<file path="src/rtl/stage1_alu_preproc_if.sv">
// Stage-1 ALU preprocessor bus: instruction handshake, memory read port and stage-2 ALU outputs.
// master = instruction/memory source side, slave = the preprocessor.
interface stage1_alu_preproc_if #(
  parameter int N = 32,
  parameter int O = 3,
  parameter int S = 5
);
  logic         instr_valid;
  logic         instr_ready;
  logic [31:0]  instr;
  logic [N-1:0] src1;
  logic [N-1:0] src2;
  logic         mem_rd_req;
  logic [N-1:0] mem_addr;
  logic         mem_rd_valid;
  logic [N-1:0] mem_rd_data;
  logic [N-1:0] aluin1;
  logic [N-1:0] aluin2;
  logic [O-1:0] operation;
  logic [O-1:0] opselect;
  logic [S-1:0] shift_number;
  logic         enable_arith;
  logic         enable_shift;

  modport master (
    output instr_valid, instr, src1, src2, mem_rd_valid, mem_rd_data,
    input  instr_ready, mem_rd_req, mem_addr, aluin1, aluin2, operation, opselect,
           shift_number, enable_arith, enable_shift
  );

  modport slave (
    input  instr_valid, instr, src1, src2, mem_rd_valid, mem_rd_data,
    output instr_ready, mem_rd_req, mem_addr, aluin1, aluin2, operation, opselect,
           shift_number, enable_arith, enable_shift
  );
endinterface

</file>
<file path="src/rtl/stage1_alu_preproc.sv">
// Stage-1 ALU preprocessor: decode, LOAD operand fetch, registered ALU inputs; latency 1 cycle (LOAD: 1 + memory wait).
// instr_ready is low while waiting on memory; STAGE1_IMM_SIGN_EXT_EN sign-extends the ARITH immediate.
module stage1_alu_preproc #(
  parameter int N    = 32,
  parameter int O    = 3,
  parameter int S    = 5,
  parameter int IMMW = 16
) (
  input logic                  clock,
  input logic                  reset,
  stage1_alu_preproc_if.slave  bus
);

  typedef struct packed {
    logic [1:0]      cls;
    logic [O-1:0]    opselect;
    logic [O-1:0]    operation;
    logic            imm_sel;
    logic [1:0]      rsvd;
    logic [S-1:0]    shamt;
    logic [IMMW-1:0] imm16;
  } instr_t;

  typedef enum logic {IDLE, WAIT_MEM} state_t;

  localparam logic [1:0] CLS_ARITH = 2'b00;
  localparam logic [1:0] CLS_SHIFT = 2'b01;
  localparam logic [1:0] CLS_LOAD  = 2'b10;

  state_t       state;
  instr_t       ins;
  logic         accept;
  logic [N-1:0] imm_arith;
  logic [N-1:0] imm_sext;
  logic [N-1:0] ld_src1;
  logic [O-1:0] ld_operation;
  logic [O-1:0] ld_opselect;
  logic [1:0]   unused_rsvd;

  assign ins             = instr_t'(bus.instr);
  assign unused_rsvd     = ins.rsvd;
  assign bus.instr_ready = (state == IDLE);
  assign accept          = bus.instr_valid & bus.instr_ready;
  assign imm_sext        = {{(N-IMMW){ins.imm16[IMMW-1]}}, ins.imm16};

`ifdef STAGE1_IMM_SIGN_EXT_EN
  assign imm_arith = imm_sext;
`else
  assign imm_arith = {{(N-IMMW){1'b0}}, ins.imm16};
`endif

  always_ff @(posedge clock) begin
    if (reset) begin
      state            <= IDLE;
      bus.aluin1       <= '0;
      bus.aluin2       <= '0;
      bus.operation    <= '0;
      bus.opselect     <= '0;
      bus.shift_number <= '0;
      bus.enable_arith <= 1'b0;
      bus.enable_shift <= 1'b0;
      bus.mem_rd_req   <= 1'b0;
      bus.mem_addr     <= '0;
      ld_src1          <= '0;
      ld_operation     <= '0;
      ld_opselect      <= '0;
    end else begin
      // enables are single-cycle pulses; data outputs hold unless overwritten
      bus.enable_arith <= 1'b0;
      bus.enable_shift <= 1'b0;
      case (state)
        IDLE: begin
          if (accept) begin
            case (ins.cls)
              CLS_ARITH: begin
                bus.aluin1       <= bus.src1;
                bus.aluin2       <= ins.imm_sel ? imm_arith : bus.src2;
                bus.opselect     <= ins.opselect;
                bus.operation    <= ins.operation;
                bus.enable_arith <= 1'b1;
              end
              CLS_SHIFT: begin
                bus.aluin1       <= bus.src1;
                bus.aluin2       <= '0;
                bus.shift_number <= ins.imm_sel ? ins.shamt : bus.src2[S-1:0];
                bus.operation    <= ins.operation;
                bus.enable_shift <= 1'b1;
              end
              CLS_LOAD: begin
                ld_src1        <= bus.src1;
                ld_operation   <= ins.operation;
                ld_opselect    <= ins.opselect;
                bus.mem_addr   <= bus.src1 + imm_sext;
                bus.mem_rd_req <= 1'b1;
                state          <= WAIT_MEM;
              end
              default: ;
            endcase
          end
        end
        WAIT_MEM: begin
          if (bus.mem_rd_valid) begin
            bus.aluin1       <= ld_src1;
            bus.aluin2       <= bus.mem_rd_data;
            bus.operation    <= ld_operation;
            bus.opselect     <= ld_opselect;
            bus.enable_arith <= 1'b1;
            bus.mem_rd_req   <= 1'b0;
            state            <= IDLE;
          end
        end
        default: state <= IDLE;
      endcase
    end
  end

endmodule
</file>
<file path="src/flat_wrapper.sv">
// flat-port wrapper written by rule: the top's interface ports become plain ports
module stage1_alu_preproc_flat 
#(
  parameter int N    = 32,
  parameter int O    = 3,
  parameter int S    = 5,
  parameter int IMMW = 16
)
  (clock, reset, bus_instr_valid, bus_instr, bus_src1, bus_src2, bus_mem_rd_valid, bus_mem_rd_data, bus_instr_ready, bus_mem_rd_req, bus_mem_addr, bus_aluin1, bus_aluin2, bus_operation, bus_opselect, bus_shift_number, bus_enable_arith, bus_enable_shift);
  stage1_alu_preproc_if #(.N(N), .O(O), .S(S)) bus_i ();
  input logic clock;
  input logic reset;
  input wire logic [$bits(bus_i.instr_valid)-1:0] bus_instr_valid;
  input wire logic [$bits(bus_i.instr)-1:0] bus_instr;
  input wire logic [$bits(bus_i.src1)-1:0] bus_src1;
  input wire logic [$bits(bus_i.src2)-1:0] bus_src2;
  input wire logic [$bits(bus_i.mem_rd_valid)-1:0] bus_mem_rd_valid;
  input wire logic [$bits(bus_i.mem_rd_data)-1:0] bus_mem_rd_data;
  output wire logic [$bits(bus_i.instr_ready)-1:0] bus_instr_ready;
  output wire logic [$bits(bus_i.mem_rd_req)-1:0] bus_mem_rd_req;
  output wire logic [$bits(bus_i.mem_addr)-1:0] bus_mem_addr;
  output wire logic [$bits(bus_i.aluin1)-1:0] bus_aluin1;
  output wire logic [$bits(bus_i.aluin2)-1:0] bus_aluin2;
  output wire logic [$bits(bus_i.operation)-1:0] bus_operation;
  output wire logic [$bits(bus_i.opselect)-1:0] bus_opselect;
  output wire logic [$bits(bus_i.shift_number)-1:0] bus_shift_number;
  output wire logic [$bits(bus_i.enable_arith)-1:0] bus_enable_arith;
  output wire logic [$bits(bus_i.enable_shift)-1:0] bus_enable_shift;
  assign bus_i.instr_valid = bus_instr_valid;
  assign bus_i.instr = bus_instr;
  assign bus_i.src1 = bus_src1;
  assign bus_i.src2 = bus_src2;
  assign bus_i.mem_rd_valid = bus_mem_rd_valid;
  assign bus_i.mem_rd_data = bus_mem_rd_data;
  assign bus_instr_ready = bus_i.instr_ready;
  assign bus_mem_rd_req = bus_i.mem_rd_req;
  assign bus_mem_addr = bus_i.mem_addr;
  assign bus_aluin1 = bus_i.aluin1;
  assign bus_aluin2 = bus_i.aluin2;
  assign bus_operation = bus_i.operation;
  assign bus_opselect = bus_i.opselect;
  assign bus_shift_number = bus_i.shift_number;
  assign bus_enable_arith = bus_i.enable_arith;
  assign bus_enable_shift = bus_i.enable_shift;
  stage1_alu_preproc #(.N(N), .O(O), .S(S), .IMMW(IMMW)) u_core (.clock(clock), .reset(reset), .bus(bus_i));
endmodule
</file>
<file path="config.mk">
export PLATFORM = sky130hd
export DESIGN_NAME = stage1_alu_preproc_flat
export DESIGN_NICKNAME = d
export VERILOG_FILES = /design/src/rtl/stage1_alu_preproc_if.sv /design/src/rtl/stage1_alu_preproc.sv /design/src/flat_wrapper.sv
export SDC_FILE = /design/constraint.sdc
export NUM_CORES = 1
export LEC_CHECK = 0
export CORE_MARGIN = 5
export CORE_UTILIZATION = 45
export CTS_BUF_LIST = sky130_fd_sc_hd__clkbuf_8 sky130_fd_sc_hd__clkbuf_16
export DETAILED_ROUTE_END_ITERATION = 6
export PLACE_DENSITY_LB_ADDON = 0.2
export SLEW_MARGIN = 20
export SYNTH_ARGS = -nofsm -noshare
export SYNTH_HDL_FRONTEND = slang
export SYNTH_SLANG_ARGS = --single-unit
</file>
<file path="constraint.sdc">
create_clock -name clock -period 3 [get_ports clock]
set_input_delay 0.3 -clock clock [delete_from_list [all_inputs] [get_ports clock]]
set_output_delay 0.3 -clock clock [all_outputs]
set_load 0.1 [all_outputs]
</file>
==> flow_summary.html, run 1 <==
<table>
<tr><th>Metric</th><th>Value</th></tr>
<tr><th colspan="2">Setup path</th></tr>
<tr><td>Critical path buffer and inverter count</td><td>1</td></tr>
<tr><td>Crit-path max cell delay</td><td>approximately 470 ps</td></tr>
<tr><td>Element type at the critical path start</td><td>primary input</td></tr>
<tr><td>Endpoint class of the critical path</td><td>flop</td></tr>
<tr><td>Startpoint-to-endpoint class of the critical path</td><td>in -&gt; reg</td></tr>
<tr><td>Signal arrival time at the worst endpoint</td><td>2990 ps</td></tr>
<tr><td>CP delay by family, top</td><td>compound AO/OA/AOI/OAI gates</td></tr>
<tr><td>Highest fanout seen on the critical path</td><td>3</td></tr>
<tr><td>Required time of the worst setup path</td><td>3350 ps</td></tr>
<tr><td>Library cell contributing the largest single delay on the critical path</td><td>sky130_fd_sc_hd__clkdlybuf4s50_1</td></tr>
<tr><td>Critical path, cell by cell</td><td>clkdlybuf4s50_1 &gt; ha_1 &gt; fa_1 &gt; a211oi_1 &gt; nor2_2 &gt; o21ai_2 &gt; o31ai_2 &gt; o22ai_1 &gt; nand4_1 &gt; a41oi_2</td></tr>
<tr><th colspan="2">Finish</th></tr>
<tr><td>Area growth from synthesis to final layout</td><td>40.3%</td></tr>
<tr><td>Final layout net count</td><td>1329</td></tr>
<tr><td>Antenna Cells</td><td>0</td></tr>
<tr><td>Finished Core Util</td><td>64.5%</td></tr>
<tr><td>Share of layout cells above drive strength 1</td><td>13.8%</td></tr>
<tr><td>Fill cells</td><td>1469</td></tr>
<tr><th colspan="2">STA</th></tr>
<tr><td>Highest clock frequency the design can meet</td><td>0.378 GHz</td></tr>
<tr><td>Unrepaired setup endpoints after global routing</td><td>no</td></tr>
<tr><td>Hold violation total from the final report</td><td>0</td></tr>
<tr><td>Fraction of the cycle the final worst path needs</td><td>around nine tenths</td></tr>
<tr><td>Count of endpoints failing setup in the final report</td><td>0</td></tr>
<tr><td>Time the final worst path needs with I/O delays and setup</td><td>between 2000 and 3000 ps</td></tr>
<tr><td>Max-slew headroom at the worst pin</td><td>29.1%</td></tr>
<tr><td>Slew of the pin with the lowest slew margin</td><td>1060 ps</td></tr>
<tr><td>Count of final max-slew check failures</td><td>0</td></tr>
<tr><td>PnR worst setup slack</td><td>352 ps</td></tr>
<tr><td>Worst clock skew on the final layout</td><td>~5 ps</td></tr>
<tr><th colspan="2">Global routing</th></tr>
<tr><td>Initial antenna violation count</td><td>0</td></tr>
<tr><td>Vias in the first global route</td><td>7338</td></tr>
<tr><td>Total congestion overflow after global routing</td><td>0</td></tr>
<tr><td>Overall track demand over capacity in global routing</td><td>24.0%</td></tr>
<tr><td>Most Crowded Layer GR</td><td>met2</td></tr>
<tr><td>First-pass GRT wire length</td><td>38.8 mm</td></tr>
<tr><td>Met1 layer usage reported by global route</td><td>a little under a third</td></tr>
<tr><td>Met3 GRT Util</td><td>6.51%</td></tr>
<tr><td>Maximum number of pins on one net before global-route repair</td><td>135</td></tr>
<tr><td>Met2 demand-to-capacity share in global routing</td><td>39.4%</td></tr>
<tr><th colspan="2">Outcome</th></tr>
<tr><td>Status</td><td>finished, final reports clean</td></tr>
<tr><th colspan="2">Detailed routing</th></tr>
<tr><td>Number of vias in the routed layout</td><td>7703</td></tr>
<tr><td>Via density per instance</td><td>~5.5</td></tr>
<tr><td>Final Routed Wirelength</td><td>24.1 mm</td></tr>
<tr><td>DRC errors left</td><td>0</td></tr>
<tr><td>Post-route antenna net violation count</td><td>0</td></tr>
<tr><td>Starting DRC count in detailed routing</td><td>between 500 and 600</td></tr>
<tr><td>Initial DRT Pass Iterations</td><td>5</td></tr>
<tr><td>DR WL/cell</td><td>approximately 17 µm</td></tr>
<tr><th colspan="2">Clock network</th></tr>
<tr><td>CTS HTree Levels</td><td>4</td></tr>
<tr><td>Cell at the root of the clock tree</td><td>sky130_fd_sc_hd__clkbuf_16</td></tr>
<tr><td>Number of clock sinks seen by CTS</td><td>149</td></tr>
<tr><td>Clock-pin slew of the registers on the worst-case setup and hold paths</td><td>60 ps</td></tr>
<tr><td>CTS tree</td><td>yes</td></tr>
<tr><td>Post_cts resized</td><td>0</td></tr>
<tr><td>CTS buffer count</td><td>17</td></tr>
<tr><td>Clk Latency, worst-skew pair</td><td>approximately 420 ps</td></tr>
<tr><td>Maximum count of clock buffers along a single path</td><td>2</td></tr>
<tr><td>Count of hold buffers inserted by post-cts repair</td><td>0</td></tr>
<tr><td>Setup Fix Bufs, Post-CTS</td><td>0</td></tr>
<tr><th colspan="2">Logic synthesis</th></tr>
<tr><td>Distinct cell type count after synthesis</td><td>56</td></tr>
<tr><td>Number of enable-type register cells in the synthesized netlist</td><td>0</td></tr>
<tr><td>Total standard cell area after synthesis</td><td>around 7600 µm²</td></tr>
<tr><td>Synth async-reset ratio</td><td>0%</td></tr>
<tr><td>Synthesized flop and latch total</td><td>149</td></tr>
<tr><td>Synth Flop Type</td><td>sky130_fd_sc_hd__dfxtp_1</td></tr>
<tr><td>Post-Synthesis Mean Instance Area</td><td>8.08 µm²</td></tr>
<tr><td>Part of the Yosys area used for sequential elements</td><td>39.1%</td></tr>
<tr><td>Cells after synthesis</td><td>between 900 and 1000</td></tr>
<tr><td>Synthesis Warnings</td><td>0</td></tr>
<tr><td>Post-synth net total</td><td>about 1100</td></tr>
<tr><th colspan="2">Min path</th></tr>
<tr><td>Hold/Removal Path Class</td><td>in -&gt; reg</td></tr>
<tr><th colspan="2">Job</th></tr>
<tr><td>Number of max-cap violations</td><td>0</td></tr>
<tr><th colspan="2">Die</th></tr>
<tr><td>Overall die height</td><td>about 140 µm</td></tr>
<tr><td>Chip width</td><td>140 µm</td></tr>
<tr><td>Std cell rows</td><td>47</td></tr>
<tr><td>Overall die area</td><td>19700 µm²</td></tr>
<tr><td>Count of pins on the block boundary</td><td>between 200 and 250</td></tr>
<tr><td>Initial Util</td><td>46.0%</td></tr>
<tr><td>Placeable core region</td><td>16600 µm²</td></tr>
<tr><th colspan="2">Pwr</th></tr>
<tr><td>Maximum ir drop on the vdd rail</td><td>425 µV</td></tr>
<tr><td>Pwr dens</td><td>about 600 nW/µm²</td></tr>
<tr><td>Leakage power summed over all cells</td><td>between 4 and 5 nW</td></tr>
<tr><th colspan="2">Placement</th></tr>
<tr><td>RePlAce Congestion</td><td>between 0.9 and 1</td></tr>
<tr><td>IO buf count</td><td>240</td></tr>
<tr><td>Sum of net half-perimeters after detailed placement</td><td>17.2 mm</td></tr>
<tr><td>Post-Place Worst Slack</td><td>-19.0 ps</td></tr>
</table>
-- worst paths after layout --
kind / from / endpoint / slack (ps) / cells past startpoint
max: bus_instr[0] / u_core.bus.mem_addr[28] / 350 / 10
min: reset / u_core.ld_src1[30] / 300 / 2
max reg2reg: u_core.state / u_core.bus.mem_addr[30] / 830 / 6
min reg2reg: u_core.ld_src1[8] / u_core.ld_src1[8] / 450 / 2
-- cells in the mapped netlist, types with 2 or more instances --
| cell | n | area [µm²] |
|---|---|---|
| sky130_fd_sc_hd__buf_1 | 19 | 71.3 |
| sky130_fd_sc_hd__o221ai_1 | 3 | 26.3 |
| sky130_fd_sc_hd__a211oi_1 | 66 | 495 |
| sky130_fd_sc_hd__and2_1 | 2 | 12.5 |
| sky130_fd_sc_hd__inv_1 | 8 | 30.0 |
| sky130_fd_sc_hd__a211o_1 | 2 | 17.5 |
| sky130_fd_sc_hd__a21o_1 | 8 | 60.1 |
| sky130_fd_sc_hd__nor2_1 | 101 | 379 |
| sky130_fd_sc_hd__o21ai_0 | 39 | 195 |
| sky130_fd_sc_hd__o22ai_1 | 3 | 18.8 |
| sky130_fd_sc_hd__nand3_1 | 16 | 80.1 |
| sky130_fd_sc_hd__or4_1 | 6 | 45.0 |
| sky130_fd_sc_hd__nand2b_1 | 3 | 18.8 |
| sky130_fd_sc_hd__ha_1 | 31 | 388 |
| sky130_fd_sc_hd__a22oi_1 | 16 | 120 |
| sky130_fd_sc_hd__nand2_1 | 155 | 582 |
| sky130_fd_sc_hd__xnor2_1 | 9 | 78.8 |
| sky130_fd_sc_hd__a31oi_1 | 6 | 37.5 |
| sky130_fd_sc_hd__o21bai_1 | 5 | 37.5 |
| sky130_fd_sc_hd__o211ai_1 | 21 | 158 |
| sky130_fd_sc_hd__o21a_1 | 5 | 37.5 |
| sky130_fd_sc_hd__nor4_1 | 2 | 12.5 |
| sky130_fd_sc_hd__dfxtp_1 | 149 | 2980 |
| sky130_fd_sc_hd__mux2i_1 | 52 | 521 |
| sky130_fd_sc_hd__and4_1 | 2 | 17.5 |
| sky130_fd_sc_hd__o21ai_1 | 6 | 30.0 |
| sky130_fd_sc_hd__nor2_2 | 2 | 12.5 |
| sky130_fd_sc_hd__nand4_1 | 9 | 56.3 |
| sky130_fd_sc_hd__nor2b_1 | 8 | 50.1 |
| sky130_fd_sc_hd__o31ai_1 | 5 | 37.5 |
| sky130_fd_sc_hd__and3_1 | 2 | 12.5 |
| sky130_fd_sc_hd__clkbuf_1 | 37 | 139 |
| sky130_fd_sc_hd__xor2_1 | 11 | 96.3 |
| sky130_fd_sc_hd__a21oi_1 | 100 | 500 |
| sky130_fd_sc_hd__buf_2 | 8 | 40.0 |
| sky130_fd_sc_hd__nor3_1 | 8 | 40.0 |
-- layout by cell type, fill, tap and decap left out, types with 6 or more instances in the layout --
cell and instances:
sky130_fd_sc_hd__nand2_1 155, sky130_fd_sc_hd__dfxtp_1 148, sky130_fd_sc_hd__clkdlybuf4s50_1 145, sky130_fd_sc_hd__buf_4 118
sky130_fd_sc_hd__nor2_1 101, sky130_fd_sc_hd__a21oi_1 100, sky130_fd_sc_hd__a211oi_1 66, sky130_fd_sc_hd__mux2i_1 52
sky130_fd_sc_hd__o21ai_0 39, sky130_fd_sc_hd__ha_1 31, sky130_fd_sc_hd__o211ai_1 21, sky130_fd_sc_hd__clkbuf_16 17
sky130_fd_sc_hd__a22oi_1 16, sky130_fd_sc_hd__nand3_1 16, sky130_fd_sc_hd__inv_1 14, sky130_fd_sc_hd__xor2_1 11
sky130_fd_sc_hd__nand4_1 9, sky130_fd_sc_hd__xnor2_1 9, sky130_fd_sc_hd__nor3_1 8, sky130_fd_sc_hd__a21o_1 8
sky130_fd_sc_hd__nor2b_1 8, sky130_fd_sc_hd__a31oi_1 6, sky130_fd_sc_hd__or4_1 6
-- power breakdown --
part	internal [mW]	switching [mW]	total, mW
combinational	0.591	1.34	1.93
clock	1.48	0.824	2.31
sequential	2.10	0.0623	2.16
-- state kept, by name, summed over array words and instances (netlist names) --
| register | cells |
|---|---|
| u_core.bus.aluin1 | 32 |
| u_core.bus.aluin2 | 32 |
| u_core.bus.mem_addr | 32 |
| u_core.ld_src1 | 32 |
| u_core.bus.shift_number | 5 |
| u_core.bus.operation | 3 |
| u_core.bus.opselect | 3 |
| u_core.ld_operation | 3 |
| u_core.ld_opselect | 3 |
| u_core.bus.enable_arith | 1 |
| u_core.bus.enable_shift | 1 |
| u_core.bus.mem_rd_req | 1 |
| u_core.state | 1 |
-- routing by layer --
layer | routed length, µm | part of all wire (%)
met1 | 10600 | 44
met4 | 348 | 1.4
met5 | 0 | 0
met3 | 1800 | 7.5
met2 | 11400 | 47
-- cell type report --
class	count	area, µm²	share of cell area [%]
inverters	9	35.0	0.327
clock buffers	18	439	4.10
flip-flops and latches	149	2990	27.9
clock inverters	14	195	1.82
well taps	220	275	2.57
repair buffers	266	2400	22.4
multi-input cells	722	4380	40.9
-- stage by stage --
stage	setup TNS [ps]	total power [mW]	hold WS [ps]	instance area [µm²]	instances
global placement	-12.5	4.11	438	10100	1366
CTS	0	6.43	285	10700	1398
floorplan	0	3.55	436	7630	945
finish	0	6.40	303	10700	1398
detailed placement	-19.0	4.13	445	10100	1366
global route	0	6.66	308	10700	1398
-- logic make-up (layout without fill, tap and decap cells) --
logic type / after synthesis / after routing / synth area share [%]
flops: 149 / 149 / 39.1
xor+xnor: 20 / 20 / 2.30
buf+inv: 74 / 307 / 3.80
compound gates: 295 / 295 / 24.6
fa+ha+maj: 32 / 32 / 5.35
simple gates: 323 / 323 / 18.1
mux: 52 / 52 / 6.82
No activity file was read; power rests on OpenSTA's default activity.
==> run 2: changes to the inputs <==
--- a/config.mk
+++ b/config.mk
@@ -10,6 +10,7 @@
 export CTS_BUF_LIST = sky130_fd_sc_hd__clkbuf_8 sky130_fd_sc_hd__clkbuf_16
 export DETAILED_ROUTE_END_ITERATION = 6
 export PLACE_DENSITY_LB_ADDON = 0.2
+export REMOVE_ABC_BUFFERS = 1
 export SLEW_MARGIN = 20
 export SYNTH_ARGS = -nofsm -noshare
 export SYNTH_HDL_FRONTEND = slang
==> run 2 against run 1 <==
Critical path depth rose by 1. Final area is 0.23% higher. Sequential share of layout area is 0.065 points lower. Critical endpoint is now u_core.bus.mem_addr[24]. Highest routed layer unchanged. Wire length shrank 1.8%. Cell count is 0.72% higher. Critical path type unchanged. Total power decreased by 4.7%. Largest power group is now registers. Clock skew rose by 4.2 ps.
==> flow_summary.html, run 2 (same netlist as run 1, synthesis figures left out) <==
<table>
<tr><th>Metric</th><th>Value</th></tr>
<tr><th colspan="2">Clock network</th></tr>
<tr><td>Maximum count of clock buffers along a single path</td><td>2</td></tr>
<tr><td>CTS HTree Levels</td><td>4</td></tr>
<tr><td>Cell at the root of the clock tree</td><td>sky130_fd_sc_hd__clkbuf_16</td></tr>
<tr><td>Clk Latency, worst-skew pair</td><td>approximately 430 ps</td></tr>
<tr><td>Clock-pin slew of the registers on the worst-case setup and hold paths</td><td>60 ps</td></tr>
<tr><td>CTS buffer count</td><td>17</td></tr>
<tr><td>CTS tree</td><td>yes</td></tr>
<tr><td>Count of hold buffers inserted by post-cts repair</td><td>0</td></tr>
<tr><td>Setup Fix Bufs, Post-CTS</td><td>0</td></tr>
<tr><td>Post_cts resized</td><td>0</td></tr>
<tr><td>Number of clock sinks seen by CTS</td><td>149</td></tr>
<tr><th colspan="2">Die</th></tr>
<tr><td>Overall die area</td><td>19700 µm²</td></tr>
<tr><td>Chip width</td><td>140 µm</td></tr>
<tr><td>Placeable core region</td><td>roughly 17000 µm²</td></tr>
<tr><td>Std cell rows</td><td>47</td></tr>
<tr><td>Overall die height</td><td>140 µm</td></tr>
<tr><td>Count of pins on the block boundary</td><td>243</td></tr>
<tr><td>Initial Util</td><td>46.0%</td></tr>
<tr><th colspan="2">Placement</th></tr>
<tr><td>IO buf count</td><td>240</td></tr>
<tr><td>Sum of net half-perimeters after detailed placement</td><td>17.5 mm</td></tr>
<tr><td>Cell Area, Placed</td><td>about 10000 µm²</td></tr>
<tr><td>RePlAce Congestion</td><td>approximately 0.9</td></tr>
<tr><td>Post-Place Worst Slack</td><td>-15.3 ps</td></tr>
<tr><th colspan="2">Detailed routing</th></tr>
<tr><td>DRC errors left</td><td>0</td></tr>
<tr><td>DR WL/cell</td><td>16.8 µm</td></tr>
<tr><td>Post-route antenna net violation count</td><td>0</td></tr>
<tr><td>Initial DRT Pass Iterations</td><td>4</td></tr>
<tr><td>Uppermost layer routed</td><td>met4</td></tr>
<tr><td>Final Routed Wirelength</td><td>23.6 mm</td></tr>
<tr><td>Via density per instance</td><td>5.40</td></tr>
<tr><td>Number of vias in the routed layout</td><td>7598</td></tr>
<tr><td>Starting DRC count in detailed routing</td><td>432</td></tr>
<tr><td>Length of routed wiring on met1</td><td>10.7 mm</td></tr>
<tr><td>Wire length on met2</td><td>11.0 mm</td></tr>
<tr><td>Detailed-routed wire length on met3</td><td>1.53 mm</td></tr>
<tr><th colspan="2">Setup path</th></tr>
<tr><td>Critical path, cell by cell</td><td>clkdlybuf4s50_1 &gt; ha_1 &gt; fa_1 &gt; a211oi_1 &gt; nor2_2 &gt; o21ai_2 &gt; o31ai_2 &gt; o22ai_1 &gt; buf_4 &gt; xor2_1 &gt; o21ai_0</td></tr>
<tr><td>Element type at the critical path start</td><td>primary input</td></tr>
<tr><td>Required time of the worst setup path</td><td>roughly 3300 ps</td></tr>
<tr><td>Crit-path max cell delay</td><td>approximately 440 ps</td></tr>
<tr><td>Highest fanout seen on the critical path</td><td>4</td></tr>
<tr><td>Endpoint class of the critical path</td><td>flop</td></tr>
<tr><td>CP delay by family, top</td><td>compound AO/OA/AOI/OAI gates</td></tr>
<tr><td>Library cell contributing the largest single delay on the critical path</td><td>sky130_fd_sc_hd__clkdlybuf4s50_1</td></tr>
<tr><td>Signal arrival time at the worst endpoint</td><td>2910 ps</td></tr>
<tr><td>Startpoint-to-endpoint class of the critical path</td><td>in -&gt; reg</td></tr>
<tr><td>Critical path buffer and inverter count</td><td>2</td></tr>
<tr><th colspan="2">Global routing</th></tr>
<tr><td>Vias in the first global route</td><td>7255</td></tr>
<tr><td>Initial antenna violation count</td><td>0</td></tr>
<tr><td>Overall track demand over capacity in global routing</td><td>23.7%</td></tr>
<tr><td>First-pass GRT wire length</td><td>37.9 mm</td></tr>
<tr><td>Total congestion overflow after global routing</td><td>0</td></tr>
<tr><td>Maximum number of pins on one net before global-route repair</td><td>73</td></tr>
<tr><th colspan="2">STA</th></tr>
<tr><td>Slew of the pin with the lowest slew margin</td><td>a little under 1000 ps</td></tr>
<tr><td>Count of final max-slew check failures</td><td>0</td></tr>
<tr><td>Unrepaired setup endpoints after global routing</td><td>no</td></tr>
<tr><td>Highest clock frequency the design can meet</td><td>0.383 GHz</td></tr>
<tr><td>PnR worst setup slack</td><td>387 ps</td></tr>
<tr><td>Hold violation total from the final report</td><td>0</td></tr>
<tr><td>Fraction of the cycle the final worst path needs</td><td>around 87%</td></tr>
<tr><td>Setup TNS after final layout</td><td>0 ps</td></tr>
<tr><td>Worst clock skew on the final layout</td><td>9.22 ps</td></tr>
<tr><td>Count of endpoints failing setup in the final report</td><td>0</td></tr>
<tr><td>Max-slew headroom at the worst pin</td><td>33.5%</td></tr>
<tr><td>Time the final worst path needs with I/O delays and setup</td><td>2610 ps</td></tr>
<tr><th colspan="2">Finish</th></tr>
<tr><td>Top library cells by usage in the layout, fill and taps aside</td><td>sky130_fd_sc_hd__nand2_1, sky130_fd_sc_hd__clkdlybuf4s50_1, sky130_fd_sc_hd__dfxtp_1</td></tr>
<tr><td>Antenna Cells</td><td>0</td></tr>
<tr><td>Non-Filler Cell Area, Final</td><td>10700 µm²</td></tr>
<tr><td>Final layout net count</td><td>1339</td></tr>
<tr><td>Area growth from synthesis to final layout</td><td>40.6%</td></tr>
<tr><td>Share of layout cells above drive strength 1</td><td>14.1%</td></tr>
<tr><th colspan="2">Outcome</th></tr>
<tr><td>Status</td><td>finished, final reports clean</td></tr>
<tr><th colspan="2">Pwr</th></tr>
<tr><td>Leakage power summed over all cells</td><td>4.10 nW</td></tr>
<tr><td>Pwr dens</td><td>568 nW/µm²</td></tr>
<tr><td>Maximum ir drop on the vdd rail</td><td>397 µV</td></tr>
<tr><th colspan="2">Job</th></tr>
<tr><td>Number of max-cap violations</td><td>0</td></tr>
<tr><th colspan="2">Min path</th></tr>
<tr><td>Hold/Removal Path Class</td><td>in -&gt; reg</td></tr>
</table>
## run 2: worst paths after layout
check	from	to	slack, ps	depth (start not counted)
hold reg to reg	u_core.bus.mem_addr[5]	u_core.bus.mem_addr[5]	450	2
setup / recovery	bus_src1[0]	u_core.bus.mem_addr[24]	390	11
hold / removal	reset	u_core.bus.aluin2[11]	220	2
setup reg to reg	u_core.state	u_core.bus.mem_addr[30]	900	7
## run 2: layout make-up
class | instances | area, µm²
fill | 1459 | 5850
timing repair buffer | 276 | 2510
sequential | 149 | 2990
tap | 220 | 275
inverter | 9 | 35.0
multi-input combinational | 722 | 4380
clock inverter | 15 | 121
clock buffer | 17 | 425
## run 2: metrics by stage
step                      utilization (%)  power [mW]  instances  hold WS, ps
after floorplan                         -        3.53        880          363
after global placement               61.4        4.13       1376          439
after detailed placement             61.4        4.15       1376          444
after CTS                            64.7        6.14       1408          215
after global routing                 64.7        6.37       1408          254
final                                64.7        6.10       1408          223
## run 2: report_power, final
group	leakage [nW]	internal (mW)	total (mW)	switching, mW
logic	2.62	0.609	1.95	1.34
clock network	0.259	1.08	1.99	0.915
registers	1.22	2.10	2.16	0.0608
## run 2: per-layer routing
metal / vias up / track usage, %
met1: 3469 / 31.4
met5: - / 0
li1: 3865 / -
met4: 0 / 7.34
met3: 31 / 5.56
met2: 233 / 38.4
==> run 3: changes to the inputs <==
==> constraint.sdc (replaced) <==
create_clock -name clock -period 2.75 [get_ports clock]
set_input_delay 0.275 -clock clock [delete_from_list [all_inputs] [get_ports clock]]
set_output_delay 0.275 -clock clock [all_outputs]
set_load 0.1 [all_outputs]
==> run 3 against run 2 <==
Via count grew 3.5%. Total power increased by 13%. First-iteration DRC count is 14% lower. Cell count up 3.9%. Sequential share of layout area shrank 0.98 points. Register-to-register slack lost 200 ps. Hold slack got worse by 11 ps. Worst setup slack got worse by 140 ps. Non-clock buffer count grew 55. Clock-buffer cell count up 1. Clock power is 18% higher. Clock skew is essentially flat. Critical path type unchanged.
==> flow_summary.html, run 3 (same netlist as run 1, synthesis figures left out) <==
<table>
<tr><th>Metric</th><th>Value</th></tr>
<tr><th colspan="2">Setup path</th></tr>
<tr><td>R2R setup slack</td><td>~700 ps</td></tr>
<tr><td>Highest fanout seen on the critical path</td><td>4</td></tr>
<tr><td>R2R depth</td><td>5</td></tr>
<tr><td>Number of cells on the critical path</td><td>10</td></tr>
<tr><td>CP delay by family, top</td><td>compound AO/OA/AOI/OAI gates</td></tr>
<tr><td>Cell with the most instances on the worst path</td><td>sky130_fd_sc_hd__a211oi_1</td></tr>
<tr><td>Signal arrival time at the worst endpoint</td><td>2810 ps</td></tr>
<tr><td>Crit-path max cell delay</td><td>440 ps</td></tr>
<tr><td>Endpoint class of the critical path</td><td>flop</td></tr>
<tr><td>Element type at the critical path start</td><td>primary input</td></tr>
<tr><td>Critical path buffer and inverter count</td><td>1</td></tr>
<tr><td>Library cell contributing the largest single delay on the critical path</td><td>sky130_fd_sc_hd__clkdlybuf4s50_1</td></tr>
<tr><td>Required time of the worst setup path</td><td>3050 ps</td></tr>
<tr><td>Startpoint-to-endpoint class of the critical path</td><td>in -&gt; reg</td></tr>
<tr><td>Critical path, cell by cell</td><td>clkdlybuf4s50_1 &gt; ha_1 &gt; fa_1 &gt; a211oi_1 &gt; nor2_2 &gt; o21ai_2 &gt; o21ai_1 &gt; a211oi_1 &gt; xor2_1 &gt; o22ai_1</td></tr>
<tr><th colspan="2">STA</th></tr>
<tr><td>Time the final worst path needs with I/O delays and setup</td><td>between 2000 and 3000 ps</td></tr>
<tr><td>Hold violation total from the final report</td><td>0</td></tr>
<tr><td>PnR worst setup slack</td><td>243 ps</td></tr>
<tr><td>Unrepaired setup endpoints after global routing</td><td>no</td></tr>
<tr><td>Fraction of the cycle the final worst path needs</td><td>about nine tenths</td></tr>
<tr><td>Slew of the pin with the lowest slew margin</td><td>between 700 and 800 ps</td></tr>
<tr><td>Minimum hold slack</td><td>about 210 ps</td></tr>
<tr><td>Highest clock frequency the design can meet</td><td>0.399 GHz</td></tr>
<tr><td>Max-slew headroom at the worst pin</td><td>between 40% and 50%</td></tr>
<tr><td>Setup TNS after final layout</td><td>0 ps</td></tr>
<tr><td>Worst clock skew on the final layout</td><td>9.70 ps</td></tr>
<tr><td>Count of endpoints failing setup in the final report</td><td>0</td></tr>
<tr><td>Count of final max-slew check failures</td><td>0</td></tr>
<tr><th colspan="2">Global routing</th></tr>
<tr><td>First-pass GRT wire length</td><td>approximately 39 mm</td></tr>
<tr><td>Maximum number of pins on one net before global-route repair</td><td>79</td></tr>
<tr><td>Total congestion overflow after global routing</td><td>0</td></tr>
<tr><td>Initial antenna violation count</td><td>0</td></tr>
<tr><td>Overall track demand over capacity in global routing</td><td>a little under a quarter</td></tr>
<tr><td>Vias in the first global route</td><td>approximately 7300</td></tr>
<tr><th colspan="2">Clock network</th></tr>
<tr><td>Cell at the root of the clock tree</td><td>sky130_fd_sc_hd__clkbuf_16</td></tr>
<tr><td>Maximum count of clock buffers along a single path</td><td>2</td></tr>
<tr><td>Clock-pin slew of the registers on the worst-case setup and hold paths</td><td>70 ps</td></tr>
<tr><td>Clk Latency, worst-skew pair</td><td>420 ps</td></tr>
<tr><td>Post_cts resized</td><td>0</td></tr>
<tr><td>CTS tree</td><td>yes</td></tr>
<tr><td>Number of clock sinks seen by CTS</td><td>roughly 150</td></tr>
<tr><td>CTS buffer count</td><td>17</td></tr>
<tr><td>Count of hold buffers inserted by post-cts repair</td><td>0</td></tr>
<tr><td>Setup Fix Bufs, Post-CTS</td><td>0</td></tr>
<tr><td>CTS HTree Levels</td><td>4</td></tr>
<tr><th colspan="2">Job</th></tr>
<tr><td>Number of max-cap violations</td><td>0</td></tr>
<tr><th colspan="2">Detailed routing</th></tr>
<tr><td>Post-route antenna net violation count</td><td>0</td></tr>
<tr><td>Starting DRC count in detailed routing</td><td>370</td></tr>
<tr><td>Initial DRT Pass Iterations</td><td>5</td></tr>
<tr><td>DRC errors left</td><td>0</td></tr>
<tr><td>Final Routed Wirelength</td><td>~24 mm</td></tr>
<tr><td>DR WL/cell</td><td>16.5 µm</td></tr>
<tr><td>Number of vias in the routed layout</td><td>7866</td></tr>
<tr><td>Via density per instance</td><td>5.38</td></tr>
<tr><th colspan="2">Pwr</th></tr>
<tr><td>Pwr dens</td><td>622 nW/µm²</td></tr>
<tr><td>Maximum ir drop on the vdd rail</td><td>439 µV</td></tr>
<tr><td>Leakage power summed over all cells</td><td>4.44 nW</td></tr>
<tr><th colspan="2">Die</th></tr>
<tr><td>Count of pins on the block boundary</td><td>243</td></tr>
<tr><td>Overall die area</td><td>19700 µm²</td></tr>
<tr><td>Chip width</td><td>140 µm</td></tr>
<tr><td>Initial Util</td><td>46.0%</td></tr>
<tr><td>Overall die height</td><td>between 100 and 150 µm</td></tr>
<tr><td>Std cell rows</td><td>47</td></tr>
<tr><td>Placeable core region</td><td>16600 µm²</td></tr>
<tr><th colspan="2">Finish</th></tr>
<tr><td>Antenna Cells</td><td>0</td></tr>
<tr><td>Non-Filler Cell Area, Final</td><td>roughly 11000 µm²</td></tr>
<tr><td>Final layout net count</td><td>~1400</td></tr>
<tr><td>Top library cells by usage in the layout, fill and taps aside</td><td>sky130_fd_sc_hd__buf_4, sky130_fd_sc_hd__nand2_1, sky130_fd_sc_hd__dfxtp_1</td></tr>
<tr><td>Finished Core Util</td><td>about two thirds</td></tr>
<tr><td>Share of layout cells above drive strength 1</td><td>between 20% and 30%</td></tr>
<tr><td>Area growth from synthesis to final layout</td><td>45.7%</td></tr>
<tr><td>Leading cell type in the layout, fill and taps excluded</td><td>sky130_fd_sc_hd__buf_4</td></tr>
<tr><th colspan="2">Placement</th></tr>
<tr><td>Sum of net half-perimeters after detailed placement</td><td>between 15 and 20 mm</td></tr>
<tr><td>IO buf count</td><td>between 200 and 250</td></tr>
<tr><td>Post-Place Worst Slack</td><td>-163 ps</td></tr>
<tr><td>Cell Area, Placed</td><td>10500 µm²</td></tr>
<tr><td>RePlAce Congestion</td><td>0.909</td></tr>
<tr><th colspan="2">Min path</th></tr>
<tr><td>Hold/Removal Path Class</td><td>in -&gt; reg</td></tr>
<tr><td>Hold Crit Depth</td><td>2</td></tr>
<tr><th colspan="2">Outcome</th></tr>
<tr><td>Status</td><td>finished, final reports clean</td></tr>
</table>
[run 3: changes by cell type in the layout (fill, tap and decap cells not counted), sizes merged]
cell and delta:
clkbuf +1, bufinv +2, inv -3, clkinv +2, buf +82, clkdlybuf4s50 -27
clkinvlp -2
[run 3: metrics by stage]
stage / cells / power (mW)
global placement: 1431 / 4.59
floorplan: 880 / 3.85
finish: 1463 / 6.92
CTS: 1463 / 6.96
detailed placement: 1431 / 4.61
global route: 1463 / 7.21
[run 3: final timing paths]
path	startpoint	end
setup reg to reg	u_core.state	u_core.bus.mem_addr[28]
setup / recovery	bus_src1[0]	u_core.bus.mem_addr[14]
hold / removal	reset	u_core.bus.aluin2[8]
hold reg to reg	u_core.bus.mem_addr[11]	u_core.bus.mem_addr[11]
[run 3: power by group]
part,switching (mW),internal (mW)
Combinational,1.48,0.730
Clock,0.976,1.37
Sequential,0.0672,2.29
Total,2.52,4.39
[run 3: final cells by class]
cell class                      count  area (µm²)
Clock buffer                       18         439
Timing Repair Buffer              331        2860
Fill cell                        1445        5460
Clock inverter                     14         154
Multi-Input combinational cell    722        4380
Tap cell                          220         275
Inverter                            9        35.0
Sequential cell                   149        2990
[run 3: routing by layer]
| layer | track usage (%) | wire [µm] | vias to the layer above |
|---|---|---|---|
| li1 | - | - | 3986 |
| met1 | 32.4 | 11100 | 3618 |
| met2 | 37.4 | 11100 | 230 |
| met3 | 6.00 | 1430 | 32 |
| met4 | 7.39 | 512 | 0 |
| met5 | 0 | 0 | - |
